`config.mk`:
```
export PLATFORM = sky130hd
export DESIGN_NAME = skewed_transpose_bank
export DESIGN_NICKNAME = d
export VERILOG_FILES = /design/src/rtl/skewed_transpose_bank.sv
export SDC_FILE = /design/constraint.sdc
export NUM_CORES = 2
export LEC_CHECK = 0
export BUFFER_PORTS_ARGS = -buffer_cell sky130_fd_sc_hd__buf_2
export CORE_MARGIN = 8
export CORE_UTILIZATION = 50
export CTS_BUF_LIST = sky130_fd_sc_hd__clkbuf_4
export CTS_CLUSTER_DIAMETER = 200
export DETAILED_ROUTE_END_ITERATION = 6
export PLACE_DENSITY = 0.7
export SLEW_MARGIN = 0
export SYNTH_ARGS = -nofsm -noshare
export SYNTH_HDL_FRONTEND = slang
export SYNTH_SLANG_ARGS = --single-unit
```
`constraint.sdc`:
```
create_clock -name clk -period 7.5 [get_ports clk]
set_input_delay 1.5 -clock clk [delete_from_list [all_inputs] [get_ports clk]]
set_output_delay 1.5 -clock clk [all_outputs]
set_load 0.005 [all_outputs]
```
`src/rtl/skewed_transpose_bank.sv`:
```
// rtl/skewed_transpose_bank.sv - double-buffered CHxDEPTH transpose bank with per-channel skew
module skewed_transpose_bank #(
  parameter int DEPTH = 8,
  parameter int BITS  = 8,
  parameter int CH    = 8,
  parameter int SKEW  = 1
) (
  input  logic                      clk,
  input  logic                      rst_n,
  input  logic                      load_valid,
  output logic                      load_ready,
  input  logic [CH*DEPTH*BITS-1:0]  load_data,
  input  logic                      stall,
  output logic [CH*BITS-1:0]        q,
  output logic [CH-1:0]             q_valid,
  output logic                      busy,
  output logic                      done
);

  // Last drain step of a tile: the final element of the most-delayed channel.
  localparam int TLAST  = DEPTH - 1 + SKEW * (CH - 1);
  localparam int TW     = $clog2(TLAST + 1);
  localparam int TILE_W = CH * DEPTH * BITS;

  logic [TILE_W-1:0] active_q, active_d;
  logic [TILE_W-1:0] shadow_q, shadow_d;
  logic              active_full_q, active_full_d;
  logic              shadow_full_q, shadow_full_d;
  logic [TW-1:0]     t_q, t_d;

  logic step;
  logic last;
  logic accept;

  // Handshake and drain-progress qualifiers shared by next-state and outputs.
  always_comb begin
    step       = active_full_q && !stall;
    last       = (t_q == TW'(TLAST));
    done       = step && last;
    load_ready = !shadow_full_q;
    accept     = load_valid && load_ready;
    busy       = active_full_q;
  end

  // Next-state: drain counter, tile retirement, and load routing to active or shadow.
  always_comb begin
    active_d      = active_q;
    shadow_d      = shadow_q;
    active_full_d = active_full_q;
    shadow_full_d = shadow_full_q;
    t_d           = t_q;

    if (step) begin
      t_d = last ? '0 : t_q + TW'(1);
    end

    // Retiring tile: promote the waiting shadow tile, or go idle if nothing replaces it.
    if (done) begin
      if (shadow_full_q) begin
        active_d      = shadow_q;
        shadow_full_d = 1'b0;
      end else if (!accept) begin
        active_full_d = 1'b0;
      end
    end

    // An accepted tile starts immediately when the active bank is free or just freeing up;
    // accept already implies the shadow bank is empty.
    if (accept) begin
      if (!active_full_q || done) begin
        active_d      = load_data;
        active_full_d = 1'b1;
        t_d           = '0;
      end else begin
        shadow_d      = load_data;
        shadow_full_d = 1'b1;
      end
    end
  end

  // Output mux: channel c shows element t - SKEW*c while that index lies inside the tile.
  always_comb begin
    q       = '0;
    q_valid = '0;
    for (int c = 0; c < CH; c++) begin
      int e;
      e = int'(t_q) - SKEW * c;
      if (step && e >= 0 && e < DEPTH) begin
        q[c*BITS +: BITS] = active_q[(c*DEPTH + e)*BITS +: BITS];
        q_valid[c]        = 1'b1;
      end
    end
  end

  // State registers; reset discards both banks including any pending shadow tile.
  always_ff @(posedge clk or negedge rst_n) begin
    if (!rst_n) begin
      active_q      <= '0;
      shadow_q      <= '0;
      active_full_q <= 1'b0;
      shadow_full_q <= 1'b0;
      t_q           <= '0;
    end else begin
      active_q      <= active_d;
      shadow_q      <= shadow_d;
      active_full_q <= active_full_d;
      shadow_full_q <= shadow_full_d;
      t_q           <= t_d;
    end
  end

endmodule

```
==> flow_metrics.py <==
metrics = {
    "clocking": {
        "htreeDepth": 5,
        "post_cts_buffers": 0,
        "ctsResizeCount": 0,
        "root_buffer": "clkbuf_4",
        "cts_buffers": 298,
        "cts.sinks": 1030,
        "cts_tree": "done",
        "ctsLongestPathBuffers": 4,
        "ctsHoldBuffers": 0,
        "clk_latency_ns": 1.19,
        "clkTransAtPathRegs_ns": 0.07,
    },
    "grt": {
        "grt_max_degree": 253,
        "overflow": 0,
        "grt_use_total_pct": 30.0,
        "grt_pass1_vias": 40788,
        "grt_pass1_wl_mm": 270,
        "antenna_found_initial": 47,
    },
    "placed_design": {
        "dp_hpwl_mm": 137,
        "numPortBuffers": 590,
        "placed_area_um2": 58700,
        "place.gp.congestion": 0.991,
    },
    "logic_synthesis": {
        "syn_inst": 4253,
        "ys_types": 53,
        "synth.top_cells.by_area": "dfrtp_1 (47%), mux4_2 (16%), mux2_2 (11%), mux2i_1 (10%), o21ai_0 (4.8%)",
        "avgSynthCellArea_um2": 12.9,
        "ys_ff_latch": 1030,
        "netlist.top_cell.by_area": "dfrtp_1",
        "netlist_area_um2": 54800,
        "synth_most_common_cell": "dfrtp_1",
        "synth_edf_count": 0,
        "synth_top_area_share_pct": 47.1,
        "synth_nets": 4789,
        "yosys-top-cells-count": "dfrtp_1 (1,030), nand2_1 (578), mux2i_1 (570)",
        "ys_warn_count": 0,
        "async_flop_share_pct": 100,
        "ys_seq_area_share_pct": 47.1,
        "ys.flop_type": "dfrtp_1",
    },
    "critical_path": {
        "r2r-start": "t_q[1]",
        "reg2regPathDepth": 7,
        "startpoint": "t_q[2]",
        "startpoint_type": "flip-flop",
        "critPathCapture": "q[46]",
        "worstPathArrival_ns": 5.67,
        "end_kind": "output pin",
        "cp_max_fo": 51,
        "critical_path_class": "reg -> out",
        "crit_required_ns": 6.00,
        "r2r_slack_ns": 3.13,
        "r2r-end": "active_q[318]",
    },
    "cells_and_area": {
        "multi_input_area_um2": 27500,
        "drive_gt1_share_pct": 40.2,
        "nFillCells": 8978,
        "num-nets-final": 5380,
        "regArea_um2": 25800,
        "fin_area_um2": 62300,
        "area_delta_synth_final_pct": 13.8,
    },
    "hold_path": {
        "hold_path_class": "in -> async",
    },
    "detailed_routing": {
        "final_antenna_net_count": 0,
        "wire_per_inst_um": 28.6,
        "dr.pass1.iters": 6,
        "first_iter_violations": 4387,
        "vias_per_cell": 6.28,
        "drc": 0,
        "vias": 40525,
        "wl_mm": 185,
    },
    "power": {
        "vdd_drop_max_mv": 0.635,
        "internal-power_uw": 14000,
        "pwr-share-clk_pct": 22.8,
        "p_sw_uw": 8520,
        "switching_share_pct": 37.8,
        "seqPwrFrac_pct": 35.4,
        "power.total_uw": 22500,
        "p_comb_share_pct": 41.8,
        "power_density_nw_per_um2": 361,
        "p_leak_uw": 0.0317,
    },
    "sta": {
        "rsz0062_at_grt": "false",
        "finalCriticalPeriod_ns": 7.17,
        "setup-tns-final_ns": 0,
        "hold_violations": 0,
        "finalCritPeriodShare_pct": 95.6,
        "fmax_ghz": 0.140,
        "slew_viol_final": 0,
        "fin_skew_ns": 0.0987,
        "setup_viol": 0,
        "worst_slew_pin_slew_ns": 1.18,
        "slew_headroom_pct": 21.3,
    },
    "floorplan": {
        "initial_core_util_pct": 50.4,
        "die_w_um": 347,
        "rows": 121,
        "design.portCount": 591,
        "core-area_um2": 109000,
        "fp.dieArea_um2": 120000,
        "die_y_um": 347,
    },
    "flow_run": {
        "drv_cap": 0,
    },
    "status": {
        "status": "complete, no violations",
    },
}
==> worst min-delay path by stage <==
stage / depth (start not counted) / slack (ns) / endpoint / startpoint
2_1_floorplan: 1 / 0.48 / shadow_q[0] / shadow_q[0]
3_3_place_gp: 1 / 0.48 / shadow_q[316] / shadow_q[316]
3_5_place_dp: 1 / 0.49 / shadow_q[262] / shadow_q[262]
4_1_cts: 1 / 0.30 / shadow_q[181] / rst_n
5_1_grt: 1 / 0.32 / shadow_q[181] / rst_n
6_report: 1 / 0.37 / shadow_q[181] / rst_n
==> power by group through the flow <==
stage	logic [µW]	registers, µW	clock network [µW]
2_1_floorplan	6950	7420	0
5_1_grt	9890	8080	5540
3_5_place_dp	9280	8030	0
6_report	9410	7990	5130
3_3_place_gp	9150	7960	0
4_1_cts	9310	7930	5230
==> cell families after synthesis <==
group | after synthesis | share of synthesized area (%)
and+or+nand+nor | 732 | 5.52
xor gates and xnor gates | 9 | 0.199
DFF | 1030 | 47.1
buffers and inverters | 372 | 2.99
muxes | 1497 | 38.0
AOI/OAI and AO/OA | 593 | 5.75
adders and majority gates | 20 | 0.457
==> cell usage in the layout (no fill, tap or decap), types with 6 or more instances in the layout <==
cell / Yosys / final
dfrtp_1: 1030 / 1027
buf_2: 54 / 589
nand2_1: 578 / 577
mux2i_1: 570 / 570
o21ai_0: 523 / 523
mux2_2: 516 / 516
clkbuf_4: 0 / 428
mux4_2: 395 / 395
nor2_1: 47 / 47
nand4_1: 42 / 42
buf_4: 24 / 33
diode_2: 0 / 30
clkinv_1: 2 / 28
buf_12: 2 / 22
ha_1: 20 / 19
a21oi_1: 18 / 18
inv_1: 16 / 15
mux4_1: 15 / 15
nand3_1: 10 / 10
nor2b_1: 10 / 10
a22o_1: 8 / 8
nand2b_1: 7 / 7
nor3b_1: 7 / 7
and2_1: 7 / 7
a211o_1: 7 / 7
inv_2: 0 / 6
nor3_1: 6 / 6
or4_1: 6 / 6
a221oi_1: 6 / 6
bufinv_16: 0 / 6
==> stage by stage <==
stage               utilization (%)  cells  worst slack, ns  hold slack (ns)
global placement               54.0   5958             1.55            0.485
global route                   57.3   6441           0.0841            0.322
detailed placement             54.0   5958             1.47            0.492
CTS                            57.3   6426            0.134            0.302
floorplan                         -   4253             1.06            0.479
finish                         57.4   6456            0.333            0.374
==> state kept, by name, indices dropped and copies added (netlist names) <==
signal and count:
shadow_full_q 1, t_q 4, shadow_q 512, active_q 512
busy 1
==> cell type report <==
cell class | count | share of cell area [%]
clock inverters | 40 | 0.500
clock buffers | 428 | 5.15
inverters | 18 | 0.108
diodes | 30 | 0.120
multi-input cells | 2851 | 44.1
repair buffers | 645 | 5.86
flip-flops and latches | 1030 | 41.4
well taps | 1414 | 2.84
==> layer usage <==
| metal | global-route usage, % | up-vias | routed length, µm |
|---|---|---|---|
| li1 | - | 17222 | - |
| met1 | 38.7 | 20726 | 70500 |
| met2 | 46.4 | 2144 | 86300 |
| met3 | 9.25 | 405 | 18900 |
| met4 | 14.1 | 28 | 8680 |
| met5 | 0 | - | 186 |
==> critical path, stage by stage (launching register included) <==
cell      delay (ns)
dfrtp_2         0.36
buf_4           0.66
ha_1            0.36
a21oi_1         0.12
xnor2_4         0.50
ha_1            0.51
inv_1           0.44
o211ai_1        0.36
or3_1           0.45
o211ai_1        0.11
o32a_1          0.41
buf_2           0.19
(Power assumes the default switching activity.)
